**src/rtl/fp_pkg.sv**
```systemverilog
// rtl/fp_pkg.sv - shared types for the single-precision adder sequencer
package fp_pkg;
   localparam int FP_W = 32;

   typedef enum logic [2:0] {
      IDLE  = 3'd0,
      ISSUE = 3'd1,
      WAIT  = 3'd2,
      ACK   = 3'd3,
      DRAIN = 3'd4
   } state_t;

   typedef struct packed {
      logic [FP_W-1:0] a;
      logic [FP_W-1:0] b;
   } pair_t;
endpackage

```
**src/rtl/sync_fifo.sv**
```systemverilog
// rtl/sync_fifo.sv - single-clock FIFO with occupancy count and same-cycle push/pop
module sync_fifo #(
   parameter int DEPTH = 4,
   parameter int W     = 64
) (
   input  logic                   clk,
   input  logic                   reset,
   input  logic                   push,
   input  logic [W-1:0]           push_data,
   input  logic                   pop,
   output logic [W-1:0]           head,
   output logic                   full,
   output logic                   empty,
   output logic [$clog2(DEPTH):0] count
);
   localparam int AW = $clog2(DEPTH);
   localparam int CW = AW + 1;

   logic [W-1:0]  mem [DEPTH];
   logic [AW-1:0] wr_ptr;
   logic [AW-1:0] rd_ptr;

   assign head  = mem[rd_ptr];
   assign empty = (count == '0);
   assign full  = (count == CW'(DEPTH));

   // Storage array: no reset needed, only written on an accepted push.
   always_ff @(posedge clk) begin
      if (push) begin
         mem[wr_ptr] <= push_data;
      end
   end

   // Pointers wrap naturally because DEPTH is a power of two.
   always_ff @(posedge clk) begin
      if (!reset) begin
         wr_ptr <= '0;
         rd_ptr <= '0;
         count  <= '0;
      end else begin
         if (push) wr_ptr <= wr_ptr + 1'b1;
         if (pop)  rd_ptr <= rd_ptr + 1'b1;
         case ({push, pop})
            2'b10:   count <= count + 1'b1;
            2'b01:   count <= count - 1'b1;
            default: count <= count;
         endcase
      end
   end
endmodule

```
**src/rtl/fp_add_sequencer.sv**
```systemverilog
// rtl/fp_add_sequencer.sv - buffers operand pairs and issues them one at a time to the adder
module fp_add_sequencer
   import fp_pkg::*;
#(
   parameter int DEPTH   = 4,
   parameter int TIMEOUT = 64
) (
   input  logic                   clk,
   input  logic                   reset,
   input  logic                   in_valid,
   output logic                   in_ready,
   input  logic [FP_W-1:0]        in_a,
   input  logic [FP_W-1:0]        in_b,
   output logic                   add_load,
   output logic [FP_W-1:0]        add_number1,
   output logic [FP_W-1:0]        add_number2,
   output logic                   add_result_ack,
   input  logic [FP_W-1:0]        add_result,
   input  logic                   add_result_ready,
   output logic                   out_valid,
   input  logic                   out_ready,
   output logic [FP_W-1:0]        out_result,
   output logic [$clog2(DEPTH):0] fifo_count,
   output logic                   busy,
   output logic                   err
);
   localparam int TW = $clog2(TIMEOUT + 1);

   state_t        state;
   logic [TW-1:0] timer;
   logic          pop;
   logic          push;
   logic          full;
   logic          empty;
   pair_t         head;
   pair_t         push_pair;
   logic          out_free;

   // Popping only happens on the IDLE->ISSUE step, so a full FIFO can still take a push then.
   assign pop       = (state == IDLE) && !empty;
   assign in_ready  = !full || pop;
   assign push      = in_valid && in_ready;
   assign push_pair = '{a: in_a, b: in_b};
   assign busy      = (state != IDLE) || (fifo_count != '0);
   // The output register can take a new sum if empty or being drained this cycle.
   assign out_free  = !out_valid || out_ready;

   sync_fifo #(
      .DEPTH (DEPTH),
      .W     (2 * FP_W)
   ) u_fifo (
      .clk       (clk),
      .reset     (reset),
      .push      (push),
      .push_data (push_pair),
      .pop       (pop),
      .head      (head),
      .full      (full),
      .empty     (empty),
      .count     (fifo_count)
   );

   // Issue FSM plus output register; a capture in WAIT overrides the default accept-clear.
   always_ff @(posedge clk) begin
      if (!reset) begin
         state          <= IDLE;
         add_load       <= 1'b0;
         add_number1    <= '0;
         add_number2    <= '0;
         add_result_ack <= 1'b0;
         out_valid      <= 1'b0;
         out_result     <= '0;
      end else begin
         if (out_valid && out_ready) begin
            out_valid <= 1'b0;
         end
         case (state)
            IDLE: begin
               if (!empty) begin
                  add_number1 <= head.a;
                  add_number2 <= head.b;
                  add_load    <= 1'b1;
                  state       <= ISSUE;
               end
            end
            ISSUE: begin
               if (add_result_ready) begin
                  add_load <= 1'b0;
                  state    <= WAIT;
               end
            end
            WAIT: begin
               if (add_result_ready && out_free) begin
                  out_result     <= add_result;
                  out_valid      <= 1'b1;
                  add_result_ack <= 1'b1;
                  state          <= ACK;
               end
            end
            ACK: begin
               add_result_ack <= 1'b0;
               state          <= DRAIN;
            end
            DRAIN: begin
               if (!add_result_ready) begin
                  state <= IDLE;
               end
            end
            default: state <= IDLE;
         endcase
      end
   end

   // Watchdog over ISSUE+WAIT; err is sticky until reset, the timer saturates.
   always_ff @(posedge clk) begin
      if (!reset) begin
         timer <= '0;
         err   <= 1'b0;
      end else if (state == ISSUE || state == WAIT) begin
         if (timer != TW'(TIMEOUT)) timer <= timer + 1'b1;
         if (timer == TW'(TIMEOUT - 1)) err <= 1'b1;
      end else begin
         timer <= '0;
      end
   end
endmodule

```
**config.mk**
```make
export PLATFORM = sky130hd
export DESIGN_NAME = fp_add_sequencer
export DESIGN_NICKNAME = d
export VERILOG_FILES = /design/src/rtl/fp_pkg.sv /design/src/rtl/sync_fifo.sv /design/src/rtl/fp_add_sequencer.sv
export SDC_FILE = /design/constraint.sdc
export NUM_CORES = 1
export LEC_CHECK = 0
export CORE_ASPECT_RATIO = 1.2
export CORE_MARGIN = 1.5
export CORE_UTILIZATION = 35
export CTS_CLUSTER_SIZE = 14
export DETAILED_ROUTE_END_ITERATION = 8
export GPL_TIMING_DRIVEN = 0
export PLACE_DENSITY = 0.54
export RECOVER_POWER = 50
export SLEW_MARGIN = 30
export SYNTH_ARGS = -nofsm -noshare
export SYNTH_HDL_FRONTEND = slang
export SYNTH_SLANG_ARGS = --single-unit
```
**constraint.sdc**
```tcl
create_clock -name clk -period 5.35 [get_ports clk]
set_clock_uncertainty 0.1 [all_clocks]
set_input_delay 0.8025 -clock clk [delete_from_list [all_inputs] [get_ports clk]]
set_output_delay 0.8025 -clock clk [all_outputs]
set_load 0.005 [all_outputs]
```
==> results.cfg <==
[final_layout]
post-route-util_pct = 46.4
num-fill-cells = 3337
postLayoutCellArea_um2 = 17700
relative_area_change_from_synthesis_to_final_layout_pct = 29.9
final_std_cells_w_o_fill = 1635
nNetsFinal = 1232
share_of_post_route_cells_with_drive_strength_above_1_pct = 13.2

[clock_network]
cts.sink_count = 373
cts-buffers-inserted = 40
clockBufferDepth = 3
clk_latency_ns = 0.52
postCtsHoldBufs = 0
ctsRootBufferMaster = sky130_fd_sc_hd__clkbuf_16
cts.repair_timing.setup_buffer_count = 0
count_of_cells_resized_by_post_cts_repair = 0
path_clk_slew_ns = 0.06
htree_levels = 2
tritoncts = built

[critical_path]
worst-r2r-cell-count = 5
timing.critical_path.fanout_max = 24
regToRegEndpoint = u_fifo.mem[2][13]
critical_path.reg2reg.startpoint = state[0]
criticalPathCategory = flop to flop
worst_setup_path_startpoint = state[0]
timing.critical_path.from_type = flop
cp_data_required_time_ns = 5.46
crit_path_end_kind = flop
rrSetupSlack_ns = 1.58
cp_data_arrival_time_ns = 3.88

[route]
detail_route.iter0.violations = 407
route.vias.total = 7869
viasPerCell = 4.81
ant_nets = 0
dr.pass1.iters = 5
wl_per_cell_um = 18.7
number_of_design_rule_violations_left_after_detail_routing = 0
finalWirelength_mm = 30.6

[sta]
fraction_of_the_cycle_the_final_worst_path_needs_pct = 70.5
timing.final.hold_violations = 0
report.final.setup_viol = 0
max_slew.worst_pin.slew_ns = 2.04
slew_headroom_pct = -36.1
grt_setup_unrepaired = no
final.setup.tns_ns = 0
final_count_of_pins_violating_max_slew = 42
worst_hold_slack_ns = 0.353
fmax_ghz = 0.265
finalCriticalPeriod_ns = 3.77

[power]
share_comb_of_total_power_pct = 25.6
power-per-cell-area_nw_per_um2 = 487
sw_frac_of_total_pct = 27.5
pwr-share-clk_pct = 31.8
power.leakage_uw = 0.00580
power.switching_uw = 2370
cellInternalPower_uw = 6240
irDropWorstVdd_mv = 0.275
pwr-share-seq_pct = 42.7

[hold_path]
hold_path_depth = 2
hold_path.class = flop to flop
hold_path_startpoint = out_result[17]
worstHoldEndpoint = out_result[17]

[synth]
synth_largest_type_area_fraction_pct = 56.5
synth_most_common_cell = sky130_fd_sc_hd__edfxtp_1
syn_area_per_cell_um2 = 15.6
synthesis.instances = 870
synth.lib_cells_used.distinct = 38
synth_enable_flop_cells = 256
ys_ff_latch = 373
synth.yosys.seq_area_share_pct = 73.8
synth-warning-count = 0
synth_nets = 979
synth.cell_area_um2 = 13600
dominantRegCellSynth = sky130_fd_sc_hd__edfxtp_1
async_reset_ff_share_pct = 0
synth_top_cells_by_count = sky130_fd_sc_hd__edfxtp_1, sky130_fd_sc_hd__nand2_1, sky130_fd_sc_hd__dfxtp_1
synth.top_cells.by_area = sky130_fd_sc_hd__edfxtp_1, sky130_fd_sc_hd__dfxtp_1, sky130_fd_sc_hd__mux4_2
netlist.top_cell.by_area = sky130_fd_sc_hd__edfxtp_1

[placed_design]
place_inst = 1561
gp_congestion = 0.707
detailed_place_hpwl_mm = 19.5
placed_cell_area_um2 = 16400
buffer_ports.inserted = 205

[floorplan]
placeableCoreArea_um2 = 38100
initial_utilization_pct = 35.7
rows = 78
floorplan.io_pins = 206
fp.dieArea_um2 = 40000
chipHeight_um = 219
die_w_um = 183

[grt]
grt_overflow_total = 0
number_of_global_route_vias_before_repair = 8018
global_route.usage.total_pct = 15.5
antenna_found_initial = 8
grt_pass1_wl_mm = 46.8
grt_start_max_net_pins = 35

[run]
drv_cap = 2

[status]
outcome = finished with violations
violated_checks = capacitance limit, slew limit
state kept, by name, summed over array words and instances (netlist names):
| signal | count |
|---|---|
| u_fifo.mem | 256 |
| add_number1 | 32 |
| add_number2 | 32 |
| out_result | 32 |
| timer | 7 |
| state | 3 |
| u_fifo.count | 3 |
| u_fifo.rd_ptr | 2 |
| u_fifo.wr_ptr | 2 |
| add_load | 1 |
| add_result_ack | 1 |
| err | 1 |
| out_valid | 1 |
through the flow:
step	setup WS (ns)	total power, uW
after detailed placement	2.27	6030
after global placement	0.134	6010
after CTS	2.38	8790
after floorplan	2.20	4940
final	1.58	8600
after global routing	1.33	9070
power by group through the flow:
stage	Clock (uW)	Combinational [uW]	Sequential (uW)
floorplan	0	1210	3730
global placement	0	2260	3750
detailed placement	0	2290	3740
CTS	2810	2300	3680
global route	2930	2430	3720
finish	2730	2200	3670
layout by cell type, fill, tap and decap left out, types with 2 or more instances in the layout:
cell type	instances
sky130_fd_sc_hd__mux2i_1	5
sky130_fd_sc_hd__bufinv_16	4
sky130_fd_sc_hd__and2_0	2
sky130_fd_sc_hd__clkbuf_16	41
sky130_fd_sc_hd__edfxtp_1	256
sky130_fd_sc_hd__nand3b_1	2
sky130_fd_sc_hd__buf_4	15
sky130_fd_sc_hd__or3_1	4
sky130_fd_sc_hd__nor2_1	17
sky130_fd_sc_hd__clkinv_1	5
sky130_fd_sc_hd__clkdlybuf4s50_1	139
sky130_fd_sc_hd__diode_2	2
sky130_fd_sc_hd__buf_2	6
sky130_fd_sc_hd__dfxtp_1	117
sky130_fd_sc_hd__nand3_1	4
sky130_fd_sc_hd__xnor2_1	7
sky130_fd_sc_hd__nand2_1	203
sky130_fd_sc_hd__mux4_2	64
sky130_fd_sc_hd__buf_1	4
sky130_fd_sc_hd__a21oi_1	101
sky130_fd_sc_hd__dlygate4sd3_1	66
sky130_fd_sc_hd__inv_1	9
sky130_fd_sc_hd__clkbuf_8	4
sky130_fd_sc_hd__and2_4	2
sky130_fd_sc_hd__buf_12	4
sky130_fd_sc_hd__clkinv_2	4
sky130_fd_sc_hd__clkbuf_1	36
sky130_fd_sc_hd__ha_1	7
sky130_fd_sc_hd__xor2_1	5
sky130_fd_sc_hd__buf_16	2
routing by layer:
layer	routed length, um	share of wire [%]	global-route usage (%)	vias up
met5	46	0.15	0	-
met4	635	2.1	4.43	8
met3	1780	5.8	3.88	52
met2	14900	49	26.8	205
met1	13300	43	19.4	3897
li1	-	-	-	3707
critical path, stage by stage (launching register included):
cell and delay, ns:
sky130_fd_sc_hd__dfxtp_1 0.30, sky130_fd_sc_hd__clkbuf_1 0.18, sky130_fd_sc_hd__or3_1 0.42, sky130_fd_sc_hd__a31oi_1 0.53, sky130_fd_sc_hd__and2_0 1.59, sky130_fd_sc_hd__buf_12 0.30
cells by family (layout without fill, tap and decap cells):
group           count (synthesis)  after routing  share of synthesized area, %
compound gates                106            106                          4.08
xor+xnor                       12             12                         0.773
fa+ha+maj                       8              8                         0.791
buf+inv                        58            341                          2.21
flops                         373            373                          73.8
mux                            69             69                          11.0
other cells                     0              2                             0
simple gates                  244            244                          7.41
worst max path at each step:
stage / depth (start not counted) / endpoint / slack [ns]
CTS: 5 / busy / 2.38
detailed placement: 5 / add_number2[27] / 2.27
floorplan: 4 / u_fifo.mem[0][0] / 2.20
global placement: 4 / u_fifo.mem[1][24] / 0.13
finish: 5 / u_fifo.mem[2][13] / 1.58
global route: 5 / u_fifo.mem[2][20] / 1.33
area by class of cell:
| type | instances | area (um2) | area share [%] |
|---|---|---|---|
| well taps | 480 | 601 | 3.40 |
| inverters | 9 | 33.8 | 0.191 |
| diodes | 2 | 5.00 | 0.0283 |
| multi-input cells | 439 | 3250 | 18.4 |
| clock buffers | 58 | 1130 | 6.40 |
| repair buffers | 211 | 2190 | 12.4 |
| plain buffers | 49 | 251 | 1.42 |
| clock inverters | 14 | 170 | 0.964 |
| flip-flops and latches | 373 | 10000 | 56.8 |
No activity file was read; power rests on OpenSTA's default activity.
